### config.mk
export PLATFORM = sky130hd
export DESIGN_NAME = tdm2p_flat
export DESIGN_NICKNAME = d
export VERILOG_FILES = /design/src/rtl/tdm2p_if.sv /design/src/rtl/tdm2p.sv /design/src/flat_wrapper.sv
export SDC_FILE = /design/constraint.sdc
export NUM_CORES = 1
export LEC_CHECK = 0
export BUFFER_PORTS_ARGS = -buffer_cell sky130_fd_sc_hd__buf_2
export CAP_MARGIN = 20
export CORE_UTILIZATION = 50
export DETAILED_ROUTE_END_ITERATION = 10
export GPL_ROUTABILITY_DRIVEN = 0
export PLACE_DENSITY_LB_ADDON = 0.2
export SLEW_MARGIN = 20
export SYNTH_ARGS = -nofsm -noshare
export SYNTH_HDL_FRONTEND = slang
export SYNTH_SLANG_ARGS = --single-unit
### constraint.sdc
create_clock -name i_clk -period 2 [get_ports i_clk]
set_input_delay 0 -clock i_clk [delete_from_list [all_inputs] [get_ports i_clk]]
set_output_delay 0 -clock i_clk [all_outputs]
set_load 0.1 [all_outputs]
### src/rtl/tdm2p_if.sv
// rtl/tdm2p_if.sv - TDM receive link and parallel frame output bundle for tdm2p
interface tdm2p_if #(
  parameter int FRAME_BITS = 256
);
  logic                  enable;
  logic                  sclk;
  logic                  fs;
  logic                  tdmin;
  logic                  valid;
  logic [FRAME_BITS-1:0] pdata;
  logic                  locked;
  logic                  bitSlipIncr;
  logic                  fsMissIncr;

  modport master (
    output enable, sclk, fs, tdmin,
    input  valid, pdata, locked, bitSlipIncr, fsMissIncr
  );

  modport slave (
    input  enable, sclk, fs, tdmin,
    output valid, pdata, locked, bitSlipIncr, fsMissIncr
  );
endinterface

### src/rtl/tdm2p.sv
// rtl/tdm2p.sv - oversampled TDM deserializer, one FS-aligned frame per valid strobe
module tdm2p #(
  parameter int FRAME_BITS = 256,
  parameter int SYNC_FLOPS = 2
) (
  input  logic  i_clk,
  input  logic  i_rst,
  tdm2p_if.slave bus
);
  localparam int CW = $clog2(FRAME_BITS);
  localparam logic [CW-1:0] LAST = CW'(FRAME_BITS - 1);

  typedef enum logic {
    HUNT = 1'b0,
    RECV = 1'b1
  } state_t;

  logic [SYNC_FLOPS-1:0] r_sclk_sync;
  logic [SYNC_FLOPS-1:0] r_fs_sync;
  logic [SYNC_FLOPS-1:0] r_din_sync;
  logic                  r_sclk_d;

  state_t                r_state;
  state_t                w_state_nx;
  logic [CW-1:0]         r_cnt;
  logic [CW-1:0]         w_cnt_nx;
  logic [FRAME_BITS-1:0] r_shreg;
  logic [FRAME_BITS-1:0] r_pdata;
  logic                  r_valid;
  logic                  r_slip;
  logic                  r_miss;

  logic                  w_sclk_s;
  logic                  w_fs_s;
  logic                  w_din_s;
  logic                  w_sample;
  logic                  w_clear;
  logic                  w_wr;
  logic [CW-1:0]         w_wr_idx;
  logic                  w_valid_nx;
  logic                  w_slip_nx;
  logic                  w_miss_nx;

  // Synchronizers keep running while disabled so edge detection is sane on re-enable
  always_ff @(posedge i_clk) begin
    if (i_rst) begin
      r_sclk_sync <= '0;
      r_fs_sync   <= '0;
      r_din_sync  <= '0;
      r_sclk_d    <= 1'b0;
    end else begin
      r_sclk_sync <= {r_sclk_sync[SYNC_FLOPS-2:0], bus.sclk};
      r_fs_sync   <= {r_fs_sync[SYNC_FLOPS-2:0], bus.fs};
      r_din_sync  <= {r_din_sync[SYNC_FLOPS-2:0], bus.tdmin};
      r_sclk_d    <= w_sclk_s;
    end
  end

  assign w_sclk_s = r_sclk_sync[SYNC_FLOPS-1];
  assign w_fs_s   = r_fs_sync[SYNC_FLOPS-1];
  assign w_din_s  = r_din_sync[SYNC_FLOPS-1];
  assign w_sample = r_sclk_d & ~w_sclk_s;
  assign w_clear  = i_rst | ~bus.enable;
  assign w_wr_idx = w_fs_s ? '0 : r_cnt;

  always_ff @(posedge i_clk) begin
    if (w_clear) begin
      r_state <= HUNT;
    end else begin
      r_state <= w_state_nx;
    end
  end

  always_comb begin
    w_state_nx = r_state;
    w_cnt_nx   = r_cnt;
    w_wr       = 1'b0;
    w_valid_nx = 1'b0;
    w_slip_nx  = 1'b0;
    w_miss_nx  = 1'b0;
    if (w_sample) begin
      unique case (r_state)
        HUNT: begin
          if (w_fs_s) begin
            w_state_nx = RECV;
            w_cnt_nx   = CW'(1);
            w_wr       = 1'b1;
          end
        end
        RECV: begin
          if (w_fs_s) begin
            // FS anywhere but bit 0 resyncs on this bit and drops the partial frame
            w_slip_nx = (r_cnt != '0);
            w_cnt_nx  = CW'(1);
            w_wr      = 1'b1;
          end else if (r_cnt == '0) begin
            w_miss_nx  = 1'b1;
            w_state_nx = HUNT;
          end else begin
            w_wr       = 1'b1;
            w_valid_nx = (r_cnt == LAST);
            w_cnt_nx   = (r_cnt == LAST) ? '0 : r_cnt + CW'(1);
          end
        end
        default: w_state_nx = HUNT;
      endcase
    end
  end

  always_ff @(posedge i_clk) begin
    if (w_clear) begin
      r_cnt   <= '0;
      r_shreg <= '0;
      r_pdata <= '0;
      r_valid <= 1'b0;
      r_slip  <= 1'b0;
      r_miss  <= 1'b0;
    end else begin
      r_cnt   <= w_cnt_nx;
      r_valid <= w_valid_nx;
      r_slip  <= w_slip_nx;
      r_miss  <= w_miss_nx;
      if (w_wr) begin
        r_shreg[w_wr_idx] <= w_din_s;
      end
      if (w_valid_nx) begin
        r_pdata <= {w_din_s, r_shreg[FRAME_BITS-2:0]};
      end
    end
  end

  assign bus.valid       = r_valid;
  assign bus.pdata       = r_pdata;
  assign bus.locked      = (r_state == RECV);
  assign bus.bitSlipIncr = r_slip;
  assign bus.fsMissIncr  = r_miss;
endmodule

### src/flat_wrapper.sv
// flat-port wrapper written by rule: the top's interface ports become plain ports
module tdm2p_flat 
#(
  parameter int FRAME_BITS = 256,
  parameter int SYNC_FLOPS = 2
)
  (i_clk, i_rst, bus_enable, bus_sclk, bus_fs, bus_tdmin, bus_valid, bus_pdata, bus_locked, bus_bitSlipIncr, bus_fsMissIncr);
  tdm2p_if #(.FRAME_BITS(FRAME_BITS)) bus_i ();
  input  logic i_clk;
  input  logic i_rst;
  input wire logic [$bits(bus_i.enable)-1:0] bus_enable;
  input wire logic [$bits(bus_i.sclk)-1:0] bus_sclk;
  input wire logic [$bits(bus_i.fs)-1:0] bus_fs;
  input wire logic [$bits(bus_i.tdmin)-1:0] bus_tdmin;
  output wire logic [$bits(bus_i.valid)-1:0] bus_valid;
  output wire logic [$bits(bus_i.pdata)-1:0] bus_pdata;
  output wire logic [$bits(bus_i.locked)-1:0] bus_locked;
  output wire logic [$bits(bus_i.bitSlipIncr)-1:0] bus_bitSlipIncr;
  output wire logic [$bits(bus_i.fsMissIncr)-1:0] bus_fsMissIncr;
  assign bus_i.enable = bus_enable;
  assign bus_i.sclk = bus_sclk;
  assign bus_i.fs = bus_fs;
  assign bus_i.tdmin = bus_tdmin;
  assign bus_valid = bus_i.valid;
  assign bus_pdata = bus_i.pdata;
  assign bus_locked = bus_i.locked;
  assign bus_bitSlipIncr = bus_i.bitSlipIncr;
  assign bus_fsMissIncr = bus_i.fsMissIncr;
  tdm2p #(.FRAME_BITS(FRAME_BITS), .SYNC_FLOPS(SYNC_FLOPS)) u_core (.i_clk(i_clk), .i_rst(i_rst), .bus(bus_i));
endmodule
; After elaboration in Yosys (flattened, before gate mapping)
; Index checks and enable logic that the tools add are counted.
; Widths: inputs -> output; s select.
[totals]
ff_bits = 531
memories = 0
input_bits = 6
ramBits = 0
output_inout_bits = 260
romBits = 0
latch_bits = 0
word_cells = 49
[classes]
mux = 19
n_shift = 0
n_bitwise = 7
mul = 0
n_div = 0
eq_ne = 3
n_reduce_logical = 6
order_cmp = 2
addsub = 1
[op_table]
columns = op, n
row1 = $bwmux 256, 1
row2 = $mux 8, 5
row3 = $pmux 8 s2, 1
row4 = $mux 1, 10
row5 = $lt 8x9->1 const B, 1
row6 = $add 8x1->8 const B, 1
row7 = $demux 1 s8, 1
row8 = $eq 8x8->1 const B, 1
row9 = $ge 8x1->1 const B, 1
row10 = $logic_not 8->1, 1
row11 = $reduce_bool 8->1, 1
row12 = $reduce_or 4->1, 2
row13 = $not 1->1, 5
row14 = $ne 3x2->1 const B, 1
row15 = $reduce_and 3->1, 1
row16 = $ne 2x1->1 const B, 1
row17 = $pmux 1 s2, 1
row18 = $and 1x1->1, 1
row19 = $logic_and 1x1->1, 1
row20 = $or 1x1->1, 1

; Longest topological paths before layout
[depth]
depth_word = 6
depth_mapped = 8
mapped_depth_nobuf = 5

; Worst setup path before layout
; Ideal clock, no wire load.
[synth_path]
path_type = flip-flop to flip-flop
from = register u_core.r_state, in the netlist u_core.bus.locked
to = register u_core.r_shreg[232]
setup_time_ns = 0.132
slack_ns = -0.619
path_stages_with_launch = 7
period_less_slack_ns = 2.619
arrival_ns = 2.487
n_path_buf = 2
t_required_ns = 1.868
path_cell_list = dfxtp_1 > nand4bb_1 > buf_1 > nor4_2 > clkbuf_1 > nand2_1 > mux2i_1
[synth_via]
elab_chain_cells = 3
[synth_lines]
columns = item, line
row1 = start: declaration, tdm2p.sv:23  ; state_t r_state;
row2 = start signal: assignment, tdm2p.sv:70  ; r_state <= w_state_nx;
row3 = $not 1->1, tdm2p.sv:82  ; unique case (r_state)
row4 = $pmux 1 s2 (*), tdm2p.sv:82
row5 = $mux 1 (*), tdm2p.sv:81  ; if (w_sample) begin
row6 = end signal: indexed assignment, tdm2p.sv:124  ; r_shreg[w_wr_idx] <= w_din_s;
row7 = end: declaration, tdm2p.sv:27  ; logic [FRAME_BITS-1:0] r_shreg;
; Mark *: on every way between the ends. The rest lies on a longest branch, timed or not.
; A chain may end at the register's enable or synchronous reset.

; Worst setup path after layout
[layout_path]
from = register u_core.r_cnt[2]
to = register u_core.r_pdata[243], in the netlist u_core.bus.pdata[243]
[layout_via]
elab_chain_cells = 5
elab_cells_between_ends = 6
classes_between = eq/ne: 1 / mux: 4 / reduce/logical: 1
[layout_lines]
columns = item, line
row1 = start: declaration, tdm2p.sv:25  ; logic [CW-1:0] r_cnt;
row2 = start signal: assignment, tdm2p.sv:119  ; r_cnt <= w_cnt_nx;
row3 = $eq 8x8->1 / $logic_not 8->1 (equally long branches), "tdm2p.sv:101, tdm2p.sv:96"
row4 = $mux 1 (*), tdm2p.sv:96  ; end else if (r_cnt == '0) begin
row5 = $mux 1 (*), tdm2p.sv:91  ; if (w_fs_s) begin
row6 = $mux 1 (*), tdm2p.sv:82
row7 = $mux 1 (*), tdm2p.sv:81
row8 = end signal: assignment, tdm2p.sv:127  ; r_pdata <= {w_din_s, r_shreg[FRAME_BITS-2:0]};
row9 = end: declaration, tdm2p.sv:28  ; logic [FRAME_BITS-1:0] r_pdata;
; Marks and branches as above.

==> results.txt <==
Outcome: finished, violations left
Failing checks: negative setup slack
Critical Path End Type: register
Yosys top cell area share: 51.3%
# IOs: 266
Syn_nets: 2475
Final worst-path cycle share: 102%
Clk sinks: 530
Num rows: 74
Gr ovfl total: 0
Sequential Power Share: 49.7%
Vias in the first global route: 17700
Slack of the critical path: -0.0465 ns
Asr flop ratio synth: 0%
IO buf count: 265
Static Leak: 10.1 nW
Startpoint types: register
CP top delay family: buffers and inverters
Sw frac: 20.8%
# H-tree levels: 2
Worst slew pin tran: 0.819 ns
Final nets: 2669
DRC: 0
Via Count: 19000
Iteration-0 DRC Markers: 1892
Netlist Area Pre-Place: 0.0207 sq mm
Post-synthesis adder-cell area fraction: 0.121%
Ratio of cells with drive above 1 in the final layout: 18.9%
Root Buffer: clkbuf_16
Gr usage total: 30.2%
Pwr Total: 21.2 mW
Starting Density: 50.7%
Most used cell, CP: buf_4
P_int: 16.8 mW
Xor/xnor share of the synthesized area: 0%
Min Tclk post-route: 2.05 ns
Max-slew violation count: 0
Antenna Nets Post-Route: 0
Fin. Hold Viols: 0
Clk buf depth: 3
Placed Cells incl. Taps: 3126
Area delta synth->final: 22.3%
Largest net degree at the start of global routing: 173
Peak supply drop: 0.000628 V
CTS tree: done
Mux contribution to synthesized area: 9.24%
CP max stage delay: 0.43 ns
Via density: 5.88
F_max: 0.489 GHz
Critical Path RT: 2.43 ns
Synth Area in Simple Gates: 18.3%
Dominant cell type by area after synthesis: dfxtp_1
Fin Hold WS: 0.0366 ns
Critical path type: register to register
Yosys warns: 0
First-pass GRT wire length: 99800 um
Post-Route WL: 65300 um
Chip width: 205 um
Synth Register Bits: 530
CP Max Fanout: 136
Sw power: 4.41 mW
Clock Latency Late Sink: 0.61 ns
Commonest non-fill, non-tap cell in the layout: dfxtp_1
Max_slew headroom: 45.4%
RSZ-0062 raised after global routing: no
DP HPWL: 40300 um
Fin Clk Skew: 0.0322 ns
Crit-path slowest cell: dfxtp_1
Die Area: 0.0422 sq mm
Core Area: 0.0408 sq mm
Clock share of power: 48.9%
Worst-path cell chain: buf_4 > and4_1 > buf_4 > nand3_4 > buf_16 > o21ai_0 > a21oi_1
Gate power share: 1.4%
Gate Count Post-Synth: 2467
Die Y: 205 um
Synth Area in Compound Gates: 16.2%
Critical Path AT: 2.48 ns
TritonRoute pass-1 iters: 6
Clock slew at reported path FFs: 0.06 ns
Max-Cap Viols: 0
Pwr dens: 839 mW/mm^2
Syn_area_per_cell: 8.39 sq um
Worst Path Buf+Inv: 3
Synth top area cells: dfxtp_1 (51%), mux2i_1 (9.2%), nand3_1 (8.3%)
Layout Cells excl Fill: 3237
Most frequent cells in the layout: dfxtp_1 (527), nand2_1 (390), nand3_1 (341)
CTS buffer count: 53
HP Class: input port to register
Final setup fails: 22
Distinct cells, synth: 43
Main combinational cell family by area after synthesis: simple AND/OR/NAND/NOR gates
Number of flops mapped to enable cells by yosys: 0
Initial antenna violation count: 1
Register area share after synthesis: 51.3%
Wire per inst: 20.2 um
Ys flop type: dfxtp_1
[per-stage QoR]
stage	util, %	worst slack (ns)	setup TNS, ns	area (sq um)
global route	62.0	0.00945	0	25300
floorplan	-	-0.0530	-1.43	20700
detailed placement	57.1	0.0378	0	23300
CTS	61.7	0.0264	0	25200
finish	62.0	-0.0465	-0.502	25300
global placement	57.1	0.110	0	23300
[routing by layer]
metal / vias up / part of all wire, % / GRT usage [%]
li1: 8934 / - / -
met1: 9206 / 43 / 41.1
met2: 726 / 46 / 47.2
met3: 161 / 7.4 / 5.54
met4: 0 / 3.8 / 12.2
met5: - / 0 / 0
[final timing paths]
kind / startpoint / end / cells past startpoint / slack [ns]
worst min register to register: u_core.r_din_sync[0]$_SDFF_PP0_ / u_core.r_din_sync[1]$_SDFF_PP0_ / 1 / 0.45
worst max-delay path: u_core.r_cnt[2]$_SDFFE_PP0P_ / u_core.bus.pdata[243]$_SDFFE_PP0P_ / 7 / -0.05
worst max register to register: u_core.r_cnt[2]$_SDFFE_PP0P_ / u_core.bus.pdata[243]$_SDFFE_PP0P_ / 7 / -0.05
worst min-delay path: bus_enable / u_core.r_cnt[3]$_SDFFE_PP0P_ / 5 / 0.04
[worst register-to-register path, delay by kind of cell, from the launching register on]
| family | cells | cell delay [ns] |
|---|---|---|
| AOI/OAI and AO/OA | 2 | 0.57 |
| DFF | 1 | 0.43 |
| and+or+nand+nor | 2 | 0.34 |
| buffers and inverters | 3 | 0.55 |
[timing repair]
action	4_1_cts	5_1_grt
hold endpoints to repair	7	0
setup endpoints to repair	0	94
buffers inserted	0	4
hold buffers	7	0
gates resized for setup	0	27
[synthesized netlist by cell type (2+ instances only)]
| cell type | instances |
|---|---|
| nor3b_1 | 3 |
| o21ai_1 | 4 |
| nor3_4 | 4 |
| nand4bb_1 | 2 |
| nor2_1 | 20 |
| or3_1 | 3 |
| nor2b_1 | 10 |
| and3_1 | 3 |
| mux2i_1 | 191 |
| clkbuf_1 | 218 |
| a21oi_1 | 329 |
| nand3_1 | 342 |
| or4_1 | 2 |
| or3b_2 | 2 |
| nor4_2 | 4 |
| ha_1 | 2 |
| nand2_1 | 391 |
| inv_1 | 4 |
| a31oi_1 | 3 |
| and4_1 | 3 |
| dfxtp_1 | 530 |
| a311oi_1 | 3 |
| buf_2 | 16 |
| o21ai_0 | 321 |
| nand2b_1 | 9 |
| nor3_1 | 15 |
| buf_1 | 17 |
[cell type report]
| class | count | area (sq um) |
|---|---|---|
| clock buffers | 81 | 1540 |
| repair buffers | 391 | 2870 |
| multi-input cells | 1681 | 9310 |
| flip-flops and latches | 530 | 10600 |
| well taps | 532 | 666 |
| clock inverters | 17 | 275 |
| fillers | 3530 | 15500 |
| diodes | 1 | 2.50 |
| inverters | 4 | 15.0 |
[state kept, by name, summed over array words and instances (netlist names)]
signal / flops
u_core.bus.fsMissIncr: 1
u_core.r_shreg: 255
u_core.bus.locked: 1
u_core.r_fs_sync: 2
u_core.r_sclk_sync: 2
u_core.bus.pdata: 256
u_core.r_sclk_d: 1
u_core.r_din_sync: 2
u_core.bus.bitSlipIncr: 1
u_core.r_cnt: 8
u_core.bus.valid: 1
[power by group through the flow]
stage	clock network, mW	registers [mW]	logic, mW
after detailed placement	0	10.8	0.277
final	10.4	10.6	0.294
after global placement	0	10.8	0.276
after global routing	10.9	10.6	0.310
after CTS	10.5	10.6	0.288
after floorplan	0	10.8	0.190
[kinds of logic after synthesis]
family / count (synthesis)
buffers and inverters: 256
AO/OA/AOI/OAI: 665
AND/OR/NAND/NOR: 823
adder cells (fa/ha/maj): 2
multiplexers: 191
flip-flops: 530
Power figures use the tool's default switching activity.
